$ cat config.mk
export PLATFORM = sky130hd
export DESIGN_NAME = seg_scan_ctrl
export DESIGN_NICKNAME = d
export VERILOG_FILES = /design/src/rtl/seg_scan_ctrl.sv
export SDC_FILE = /design/constraint.sdc
export NUM_CORES = 1
export LEC_CHECK = 0
export CORE_UTILIZATION = 31
export CTS_CLUSTER_DIAMETER = 60
export DETAILED_ROUTE_END_ITERATION = 16
export SYNTH_ARGS = -nofsm -noshare
export SYNTH_HDL_FRONTEND = slang
export SYNTH_SLANG_ARGS = --single-unit
$ cat constraint.sdc
create_clock -name clk -period 2.8 [get_ports clk]
set_input_delay 0.56 -clock clk [delete_from_list [all_inputs] [get_ports clk]]
set_output_delay 0.56 -clock clk [all_outputs]
set_load 0.05 [all_outputs]
$ cat src/rtl/seg_scan_ctrl.sv
// Multiplexed seven-segment refresh controller: blank/show digit scan, 4-bit PWM,
// double-buffered digit store loaded via valid/ready, committed at frame boundaries.
//
// Ports:
//   clk, rst            clock, synchronous active-high reset
//   enable              1 = scan, 0 = dark and idle
//   bright[3:0]         PWM duty (bright/16 of SHOW cycles lit)
//   wr_valid/wr_ready   shadow-store write handshake
//   wr_idx, wr_data     digit index and {dp, seg[6:0]} pattern
//   commit              publish shadow store to active store
//   commit_pending      commit requested, not yet applied
//   seg_out, dp_out     segment / decimal-point drive, active-high
//   digit_en            one-hot digit select
//   frame_tick          1-cycle pulse per frame boundary
module seg_scan_ctrl #(
    parameter int NUM_DIGITS = 4,
    parameter int DWELL      = 12500,
    parameter int BLANK      = 16,
    parameter int CBITS      = 14,
    parameter int IW         = 2
) (
    input  logic                  clk,
    input  logic                  rst,
    input  logic                  enable,
    input  logic [3:0]            bright,
    input  logic                  wr_valid,
    output logic                  wr_ready,
    input  logic [IW-1:0]         wr_idx,
    input  logic [7:0]            wr_data,
    input  logic                  commit,
    output logic                  commit_pending,
    output logic [6:0]            seg_out,
    output logic                  dp_out,
    output logic [NUM_DIGITS-1:0] digit_en,
    output logic                  frame_tick
);

    typedef enum logic [1:0] {
        S_IDLE,
        S_BLANK,
        S_SHOW
    } state_t;

    localparam logic [CBITS-1:0] BLANK_LAST = CBITS'(BLANK - 1);
    localparam logic [CBITS-1:0] DWELL_LAST = CBITS'(DWELL - 1);
    localparam logic [IW-1:0]    IDX_LAST   = IW'(NUM_DIGITS - 1);

    state_t                state_q, state_d;
    logic [IW-1:0]         idx_q, idx_d;
    logic [CBITS-1:0]      phase_q, phase_d;
    logic [3:0]            pwm_q, pwm_d;
    logic                  pending_q, pending_d;
    logic [7:0]            shadow_q [NUM_DIGITS];
    logic [7:0]            shadow_d [NUM_DIGITS];
    logic [7:0]            active_q [NUM_DIGITS];
    logic [7:0]            active_d [NUM_DIGITS];

    logic [6:0]            seg_q, seg_d;
    logic                  dp_q, dp_d;
    logic [NUM_DIGITS-1:0] den_q, den_d;
    logic                  tick_q, tick_d;

    logic                  boundary;
    logic                  wr_fire;
    logic                  apply;

    assign wr_ready       = !pending_q;
    assign commit_pending = pending_q;
    assign seg_out        = seg_q;
    assign dp_out         = dp_q;
    assign digit_en       = den_q;
    assign frame_tick     = tick_q;

    always_ff @(posedge clk) begin
        if (rst) begin
            state_q   <= S_IDLE;
            idx_q     <= '0;
            phase_q   <= '0;
            pwm_q     <= '0;
            pending_q <= 1'b0;
            for (int i = 0; i < NUM_DIGITS; i++) begin
                shadow_q[i] <= '0;
                active_q[i] <= '0;
            end
            seg_q     <= '0;
            dp_q      <= 1'b0;
            den_q     <= '0;
            tick_q    <= 1'b0;
        end else begin
            state_q   <= state_d;
            idx_q     <= idx_d;
            phase_q   <= phase_d;
            pwm_q     <= pwm_d;
            pending_q <= pending_d;
            shadow_q  <= shadow_d;
            active_q  <= active_d;
            seg_q     <= seg_d;
            dp_q      <= dp_d;
            den_q     <= den_d;
            tick_q    <= tick_d;
        end
    end

    // Next-state: scan sequencing. enable=0 always wins and restarts at digit 0.
    always_comb begin
        state_d  = state_q;
        idx_d    = idx_q;
        phase_d  = phase_q;
        pwm_d    = pwm_q;
        boundary = 1'b0;
        unique case (state_q)
            S_IDLE: begin
                if (enable) begin
                    state_d = S_BLANK;
                    idx_d   = '0;
                    phase_d = '0;
                end
            end
            S_BLANK: begin
                if (!enable) begin
                    state_d = S_IDLE;
                    idx_d   = '0;
                    phase_d = '0;
                end else if (phase_q == BLANK_LAST) begin
                    state_d = S_SHOW;
                    phase_d = '0;
                    pwm_d   = '0;
                end else begin
                    phase_d = phase_q + 1'b1;
                end
            end
            S_SHOW: begin
                if (!enable) begin
                    state_d = S_IDLE;
                    idx_d   = '0;
                    phase_d = '0;
                end else begin
                    pwm_d = pwm_q + 1'b1;
                    if (phase_q == DWELL_LAST) begin
                        state_d  = S_BLANK;
                        phase_d  = '0;
                        boundary = (idx_q == IDX_LAST);
                        idx_d    = boundary ? '0 : idx_q + 1'b1;
                    end else begin
                        phase_d = phase_q + 1'b1;
                    end
                end
            end
            default: begin
                state_d = S_IDLE;
                idx_d   = '0;
                phase_d = '0;
            end
        endcase
    end

    // Store update. Writes are blocked while a commit is pending, so the
    // shadow copied into the active store is exactly what was committed.
    always_comb begin
        wr_fire  = wr_valid && wr_ready;
        apply    = pending_q && ((state_q == S_IDLE) || boundary);
        shadow_d = shadow_q;
        active_d = active_q;
        if (wr_fire && (32'(wr_idx) < NUM_DIGITS)) begin
            shadow_d[wr_idx] = wr_data;
        end
        if (apply) begin
            active_d  = shadow_q;
            pending_d = 1'b0;
        end else begin
            pending_d = pending_q || commit;
        end
    end

    // Output drive, registered. Dropping enable blanks the pads immediately.
    always_comb begin
        seg_d  = '0;
        dp_d   = 1'b0;
        den_d  = '0;
        tick_d = boundary;
        if ((state_q == S_SHOW) && enable) begin
            den_d = NUM_DIGITS'(1) << idx_q;
            if (pwm_q < bright) begin
                seg_d = active_q[idx_q][6:0];
                dp_d  = active_q[idx_q][7];
            end
        end
    end

endmodule

==> out/results.ini, run 1 <==
[clock_network]
post-cts-setup-buffer-count = 0
cts_resized = 0
cts-hold-fix-buffers = 0
cts_buffers = 9
clock_latency_ps = 350
cts_max_level = 3
cts.clk_slew.worst_paths_ps = 70
cts_buffer_depth = 2
cts_tree = yes
cts_root_buf = clkbuf_16
cts_sinks = 100

[finish]
final_util_pct = 38.09
drive_gt1_share_pct = 8.350
area_growth_pct = 19.10
antenna_cells = 0
layout_common_cells = dfxtp_1, nand2b_1, nand2_1, mux2i_1, nor2_1
n_fill_cell = 1399
post-route-cell-area_um2 = 5329
nets = 527
layoutNonFillerInstCount = 683
final_common_cell = dfxtp_1

[floorplanning]
core_area_um2 = 13990
row_count = 43
fp.dieH_um = 122.1
dieArea_um2 = 14920
start_util_pct = 31.99
io_pins = 34
die_w_um = 122.1

[pwr]
p_seq_share_pct = 45.1
p_comb_share_pct = 13.1
p_sw_w = 0.0008296
ir_drop_uv = 290.6
cellLeakagePower_nw = 1.810
power.internal_w = 0.002460
pwr-share-clk_pct = 41.8
sw_frac_of_total_pct = 25.22
powerDensity_nw_per_um2 = 617.3

[worst_setup_path]
crit_chain = ha_1 > nor4bb_1 > nand4_1 > a32o_1 > o21bai_1 > nor2_1
critPathArrivalTime_ps = 2490
end_kind = register
crit_cells = 6
max_stage_delay_ps = 450
crit_family = compound AO/OA/AOI/OAI gates
worstPathRequired_ps = 3020
cp_max_fo = 10
slowest_stage = o21bai_1
crit_path_start_kind = register
rr_worst_depth = 6
crit_buf_inv = 0
worst-setup-path-type = reg2reg

[run]
drv_cap = 0

[global_routing]
grt_max_degree = 62
first_global_vias = 3040
overflow = 0
globalRouteTotalUtil_pct = 13.59
grt_pass1_wl_mm = 15.61
antenna_found_initial = 0

[sta]
timing.final.crit_share_pct = 81.16
tightest_slew_ps = 649.7
timing.fmax_mhz = 440.0
layout_min_cycle_time_ps = 2273
fin_tns_setup_ps = 0
slew_violations = 0
skew_ps = 5.019
max-slew-margin-rel_pct = 56.63
rsz0062_at_grt = false
setup_viol = 0
timing.hold.ws_ps = 456.4
hold_viol = 0

[drt]
wirelength_mm = 9.367
ant_nets = 0
avgRoutedWirePerCell_um = 13.71
drcViolationCount = 0
drt_iter0_markers = 211
drt-pass1-iter-count = 4
viasPerCell = 4.751
vias = 3245

[yosys]
syn_inst = 471
yosysWarningCount = 0
synthesis.nets = 500
ys_seq_area_share_pct = 44.74
async_flop_share_pct = 0
yosys_register_bits = 100
synth-edff-count = 0
synth_top_flop_cell = dfxtp_1
synth.distinct_cells = 50
postSynthAreaPerCell_um2 = 9.500
syn_area_um2 = 4474

[placement]
dp.cells = 667
io_buffers = 33
post_dp_cell_area_um2 = 4996
hpwl_mm = 6.624
gp_congestion = 0.8376

[status]
status = finished clean

[min_path]
hold_depth = 2
min_path_type = reg2reg

cells by family after synthesis:
| logic type | Yosys count | share of synthesized area [%] |
|---|---|---|
| buffers and inverters | 35 | 3.579 |
| AND/OR/NAND/NOR | 218 | 26.31 |
| adder cells (fa/ha/maj) | 10 | 2.796 |
| XOR/XNOR | 9 | 1.762 |
| multiplexers | 58 | 15.21 |
| AO/OA/AOI/OAI | 41 | 5.594 |
| flip-flops | 100 | 44.74 |
synth_stat cells (2+ instances only):
cell type | count | area [um2]
nor3b_1 | 2 | 15.01
a21bo_2 | 2 | 20.02
o21ai_0 | 3 | 15.01
buf_4 | 3 | 22.52
nand4_1 | 6 | 37.54
nand4b_1 | 2 | 17.52
a21oi_1 | 22 | 110.1
xor2_1 | 3 | 26.28
nor2b_1 | 12 | 75.07
inv_1 | 8 | 30.03
nand3b_1 | 3 | 22.52
dfxtp_1 | 100 | 2002
nor2_1 | 36 | 135.1
nor3_1 | 6 | 30.03
nand2_1 | 51 | 191.4
and4_1 | 3 | 26.28
ha_1 | 10 | 125.1
mux4_2 | 8 | 180.2
nand3_1 | 9 | 45.04
nor4_1 | 2 | 12.51
buf_6 | 2 | 22.52
buf_2 | 2 | 10.01
xnor2_1 | 6 | 52.55
clkbuf_1 | 20 | 75.07
and3_1 | 3 | 18.77
nor4b_1 | 3 | 26.28
a31oi_1 | 3 | 18.77
mux2i_1 | 50 | 500.5
nand2b_1 | 70 | 437.9
power groups by stage:
stage	combinational (W)	clock, W	sequential [W]
finish	0.000431	0.00138	0.00148
global route	0.000470	0.00147	0.00149
CTS	0.000431	0.00140	0.00148
detailed placement	0.000428	0	0.00152
global placement	0.000424	0	0.00151
floorplan	0.000308	0	0.00152
flip-flops by register name, summed over array words and instances, names as in the netlist:
name and flops:
active_q 32, shadow_q 32, phase_q 14, seg_out 7, digit_en 4, pwm_q 4
idx_q 2, state_q 2, commit_pending 1, dp_out 1, frame_tick 1
path summary, 6_finish.rpt:
kind | slack, ps | start | endpoint
setup / recovery | 530 | phase_q[0] | phase_q[4]
hold reg to reg | 460 | shadow_q[30] | shadow_q[30]
setup reg to reg | 530 | phase_q[0] | phase_q[4]
hold / removal | 460 | shadow_q[30] | shadow_q[30]
per-layer routing:
| metal | GRT usage [%] | wire, um |
|---|---|---|
| met3 | 2.903 | 390 |
| met1 | 19.51 | 4825 |
| met2 | 19.35 | 3963 |
| met5 | 0 | 0 |
| met4 | 5.945 | 187 |
area by class of cell:
| cell class | count | area [um2] | area share (%) |
|---|---|---|---|
| Multi-Input combinational cell | 336 | 2313 | 43.41 |
| Sequential cell | 100 | 2002 | 37.57 |
| Timing Repair Buffer | 43 | 425.4 | 7.983 |
| Clock buffer | 10 | 239.0 | 4.485 |
| Tap cell | 180 | 225.2 | 4.226 |
| Clock inverter | 6 | 93.84 | 1.761 |
| Inverter | 8 | 30.03 | 0.5635 |
worst reg2reg max path: stages, from the launching register on:
cell      delay [ps]
dfxtp_1          380
ha_1             280
nor4bb_1         410
nand4_1          180
a32o_1           350
o21bai_1         450
nor2_1           100
per-stage QoR:
stage          total power [W]  worst slack [ps]
2_1_floorplan         0.001825             863.3
3_3_place_gp          0.001937             419.8
3_5_place_dp          0.001943             373.8
4_1_cts               0.003315             526.2
5_1_grt               0.003424             255.5
6_report              0.003289             527.4
No activity file was read; power rests on OpenSTA's default activity.
==> run 2, diff against run 1 <==
clock period = 2.18 ns   (was 2.8 ns; I/O delays follow)
==> out/results.ini, run 2 (same netlist as run 1, synthesis figures left out) <==
[status]
status = finished clean

[worst_setup_path]
crit_cells = 7
crit_family = simple AND/OR/NAND/NOR gates
max_stage_delay_ps = 420
critPathLaunch = phase_q[0]
end_kind = register
cp_max_fo = 7
crit_buf_inv = 1
slowest_stage = nor4bb_1
worstPathRequired_ps = 2420
endpoint = phase_q[9]
critPathArrivalTime_ps = 2260
worst-setup-path-type = reg2reg
reg2reg_from = phase_q[0]
crit_chain = ha_1 > nor4bb_1 > nand4_1 > a32o_1 > o21bai_1 > buf_4 > nor2_1
rr_worst_depth = 7
r2r_slack_ps = 160
crit_path_start_kind = register
r2r-end = phase_q[9]

[sta]
rsz0062_at_grt = false
slew_violations = 0
skew_ps = 9.890
hold_viol = 0
max-slew-margin-rel_pct = 66.18
tightest_slew_ps = 505.7
setup_viol = 0
timing.final.crit_share_pct = 92.60
layout_min_cycle_time_ps = 2019
timing.hold.ws_ps = 453.1
timing.fmax_mhz = 495.4

[pwr]
p_sw_w = 0.001044
sw_frac_of_total_pct = 25.39
p_comb_share_pct = 14.6
power.internal_w = 0.003069
cellLeakagePower_nw = 1.852
ir_drop_uv = 354.5
p_seq_share_pct = 46.3
pwr-share-clk_pct = 39.1
powerDensity_nw_per_um2 = 761.9

[placement]
io_buffers = 33
post_dp_cell_area_um2 = 5089
hpwl_mm = 6.815
dp.cells = 676
gp_congestion = 0.8407

[finish]
nets = 536
drive_gt1_share_pct = 10.18
antenna_cells = 0
final_util_pct = 38.59
post-route-cell-area_um2 = 5398
top_regs = active_q: 32 flops, shadow_q: 32 flops, phase_q: 14 flops
final_common_cell = dfxtp_1
layoutNonFillerInstCount = 691
layout_common_cells = dfxtp_1, nand2b_1, nand2_1, mux2i_1, nor2_1
area_growth_pct = 20.64

[drt]
wirelength_mm = 9.635
viasPerCell = 4.797
avgRoutedWirePerCell_um = 13.94
vias = 3315
drcViolationCount = 0
ant_nets = 0
drt_iter0_markers = 248
drt-pass1-iter-count = 4

[floorplanning]
fp.dieH_um = 122.1
dieArea_um2 = 14920
core_area_um2 = 13990
start_util_pct = 31.99
io_pins = 34
die_w_um = 122.1
row_count = 43

[global_routing]
globalRouteTotalUtil_pct = 13.90
busiest_layer = met2
met1_usage_pct = 19.52
met3_usage_pct = 2.434
first_global_vias = 3226
grt_max_degree = 76
grtUsageMet2_pct = 21.01
antenna_found_initial = 0
grt_pass1_wl_mm = 16.16
overflow = 0

[clock_network]
cts_root_buf = clkbuf_16
cts_tree = yes
clock_latency_ps = 340
cts_buffer_depth = 2
cts_sinks = 100
cts.clk_slew.worst_paths_ps = 70
cts-hold-fix-buffers = 0
cts_max_level = 3
cts_buffers = 9

[min_path]
min_path_type = reg2reg

[run]
drv_cap = 0

==> run 2: routing by layer <==
metal  part of all wire [%]  vias to the layer above
met5                      0                        -
met4                    1.5                        0
met3                    4.0                       11
met2                     43                       63
met1                     51                     1571
li1                       -                     1670
==> run 2: power groups by stage <==
stage	Clock (W)	Combinational (W)	Sequential (W)
final	0.00161	0.000599	0.00190
after CTS	0.00166	0.000598	0.00190
after global routing	0.00172	0.000652	0.00191
after detailed placement	0	0.000595	0.00195
after floorplan	0	0.000395	0.00195
after global placement	0	0.000572	0.00194
==> run 2: timing repair <==
item,in CTS,in global routing
endpoints found under the setup margin,0,33
gates resized for setup,0,3
endpoints found under the hold margin,0,0
buffers inserted,0,0
==> run 2: through the flow <==
| stage | setup TNS, ps | total power (W) | setup slack [ps] |
|---|---|---|---|
| 2_1_floorplan | 0 | 0.002344 | 243.3 |
| 3_3_place_gp | 0 | 0.002516 | 55.73 |
| 3_5_place_dp | -79.01 | 0.002541 | -20.31 |
| 4_1_cts | 0 | 0.004160 | 65.79 |
| 5_1_grt | 0 | 0.004276 | 17.88 |
| 6_report | 0 | 0.004113 | 161.4 |
==> run 2: worst min-delay path by stage <==
stage / from / endpoint / slack, ps / depth (start not counted)
after floorplan: shadow_q[0] / shadow_q[0] / 440 / 2
after global placement: shadow_q[2] / shadow_q[2] / 440 / 2
after detailed placement: shadow_q[7] / shadow_q[7] / 450 / 2
after CTS: shadow_q[7] / shadow_q[7] / 460 / 2
after global routing: shadow_q[31] / shadow_q[31] / 480 / 2
final: shadow_q[7] / shadow_q[7] / 450 / 2
==> run 2: cell type report <==
type | instances | area, um2
Tap cell | 180 | 225.2
Clock inverter | 4 | 56.30
Sequential cell | 100 | 2002
Timing Repair Buffer | 52 | 518.0
Inverter | 8 | 30.03
Multi-Input combinational cell | 336 | 2323
Fill cell | 1399 | 8591
Clock buffer | 11 | 242.7
==> run 2: worst min-delay path, cell delays in order (launching register included) <==
cell and delay [ps]:
dfxtp_1 310, nand2_1 50, a21oi_1 50
==> run 3, diff against run 2 <==
CORE_UTILIZATION = 58   (was 31)
PLACE_DENSITY = 0.79   (was not set)
==> out/results.ini, run 3 (same netlist as run 1, synthesis figures left out) <==
[worst_setup_path]
crit_buf_inv = 1
max_stage_delay_ps = 850
crit_cells = 1
crit_chain = clkdlybuf4s50_1
rr_worst_depth = 6
end_kind = primary output
worstPathRequired_ps = 1740
crit_family = buffers and inverters
critPathArrivalTime_ps = 1680
crit_path_start_kind = register
slowest_stage = clkdlybuf4s50_1
cp_max_fo = 5
worst-setup-path-type = reg2out

[finish]
area_growth_pct = 15.07
layout_common_cells = dfxtp_1, nand2b_1, nand2_1, mux2i_1, nor2_1
final_common_cell = dfxtp_1
antenna_cells = 0
drive_gt1_share_pct = 10.04
nets = 532
top_regs = active_q: 32 flops, shadow_q: 32 flops, phase_q: 14 flops

[pwr]
powerDensity_nw_per_um2 = 705.6
ir_drop_uv = 429.8
p_total_w = 0.003633
cellLeakagePower_nw = 1.774

[sta]
skew_ps = 16.12
fin_ws_ps = 65.90
timing.final.crit_share_pct = 96.98
max-slew-margin-rel_pct = 65.61
setup_viol = 0
tightest_slew_ps = 514.2
timing.fmax_mhz = 473.0
hold_viol = 0
slew_violations = 0
layout_min_cycle_time_ps = 2114

[run]
drv_cap = 0

[floorplanning]
io_pins = 34
dieArea_um2 = 8069
core_area_um2 = 7370
fp.dieH_um = 89.83
start_util_pct = 60.71
die_w_um = 89.83
row_count = 31

[clock_network]
cts_max_level = 3
clock_latency_ps = 370
cts_root_buf = clkbuf_8
cts_sinks = 100
cts_tree = yes
cts.clk_slew.worst_paths_ps = 110
cts_buffers = 9
cts_buffer_depth = 2

[global_routing]
first_global_vias = 3170
antenna_found_initial = 0
globalRouteTotalUtil_pct = 23.19
overflow = 0
grt_max_degree = 97
grt_pass1_wl_mm = 15.06

[status]
status = finished clean

[min_path]
hold_depth = 2
min_path_type = reg2reg

[drt]
drt_iter0_markers = 149
drt-pass1-iter-count = 4
wirelength_mm = 8.733
drcViolationCount = 0
viasPerCell = 5.372
vias = 3261
avgRoutedWirePerCell_um = 14.39
ant_nets = 0

[placement]
dp_slack_ps = 45.78
hpwl_mm = 6.052
io_buffers = 33
gp_congestion = 0.8396

run 3: tightest hold or removal path, stage by stage, from the launching register on:
cell and delay, ps:
dfxtp_1 330, nand2_1 50, a21oi_1 50
run 3: per-stage QoR:
stage / instances / hold WS [ps] / area (um2) / TNS, ps / util [%]
after floorplan: 471 / 436.8 / 4474 / 0 / -
after global placement: 591 / 442.9 / 4932 / 0 / 66.93
after detailed placement: 591 / 450.2 / 4932 / 0 / 66.93
after CTS: 607 / 466.4 / 5135 / 0 / 69.68
after global routing: 607 / 488.6 / 5149 / -23.58 / 69.86
final: 607 / 463.5 / 5149 / 0 / 69.86
run 3: repair_timing:
item,in CTS,in global routing
setup endpoints to repair,0,40
buffers inserted,0,0
gates resized for setup,0,4
hold buffers,0,0
run 3: worst paths after layout:
kind	start	to	slack, ps
hold / removal	shadow_q[4]	shadow_q[4]	460
setup / recovery	commit_pending	commit_pending	70
hold reg to reg	shadow_q[4]	shadow_q[4]	460
setup reg to reg	phase_q[0]	idx_q[0]	80
run 3: cell type report:
type	instances	area, um2
clock buffers	9	123.9
clock inverters	7	78.83
fillers	592	2221
inverters	8	30.03
multi-input cells	336	2327
flip-flops and latches	100	2002
well taps	99	123.9
repair buffers	48	462.9
run 3: where the power goes:
group | switching, W | total (W) | internal [W]
logic | 0.000317 | 0.000568 | 0.000251
registers | 0.0000349 | 0.00191 | 0.00187
clock network | 0.000704 | 0.00116 | 0.000454
total | 0.00106 | 0.00363 | 0.00258
run 3: layer usage:
| metal | vias to the layer above | share of wire, % | track usage, % |
|---|---|---|---|
| met5 | - | 0 | 0 |
| met1 | 1533 | 49 | 31.35 |
| met3 | 8 | 3.4 | 6.176 |
| li1 | 1659 | - | - |
| met2 | 61 | 47 | 36.60 |
| met4 | 0 | 0.96 | 6.421 |
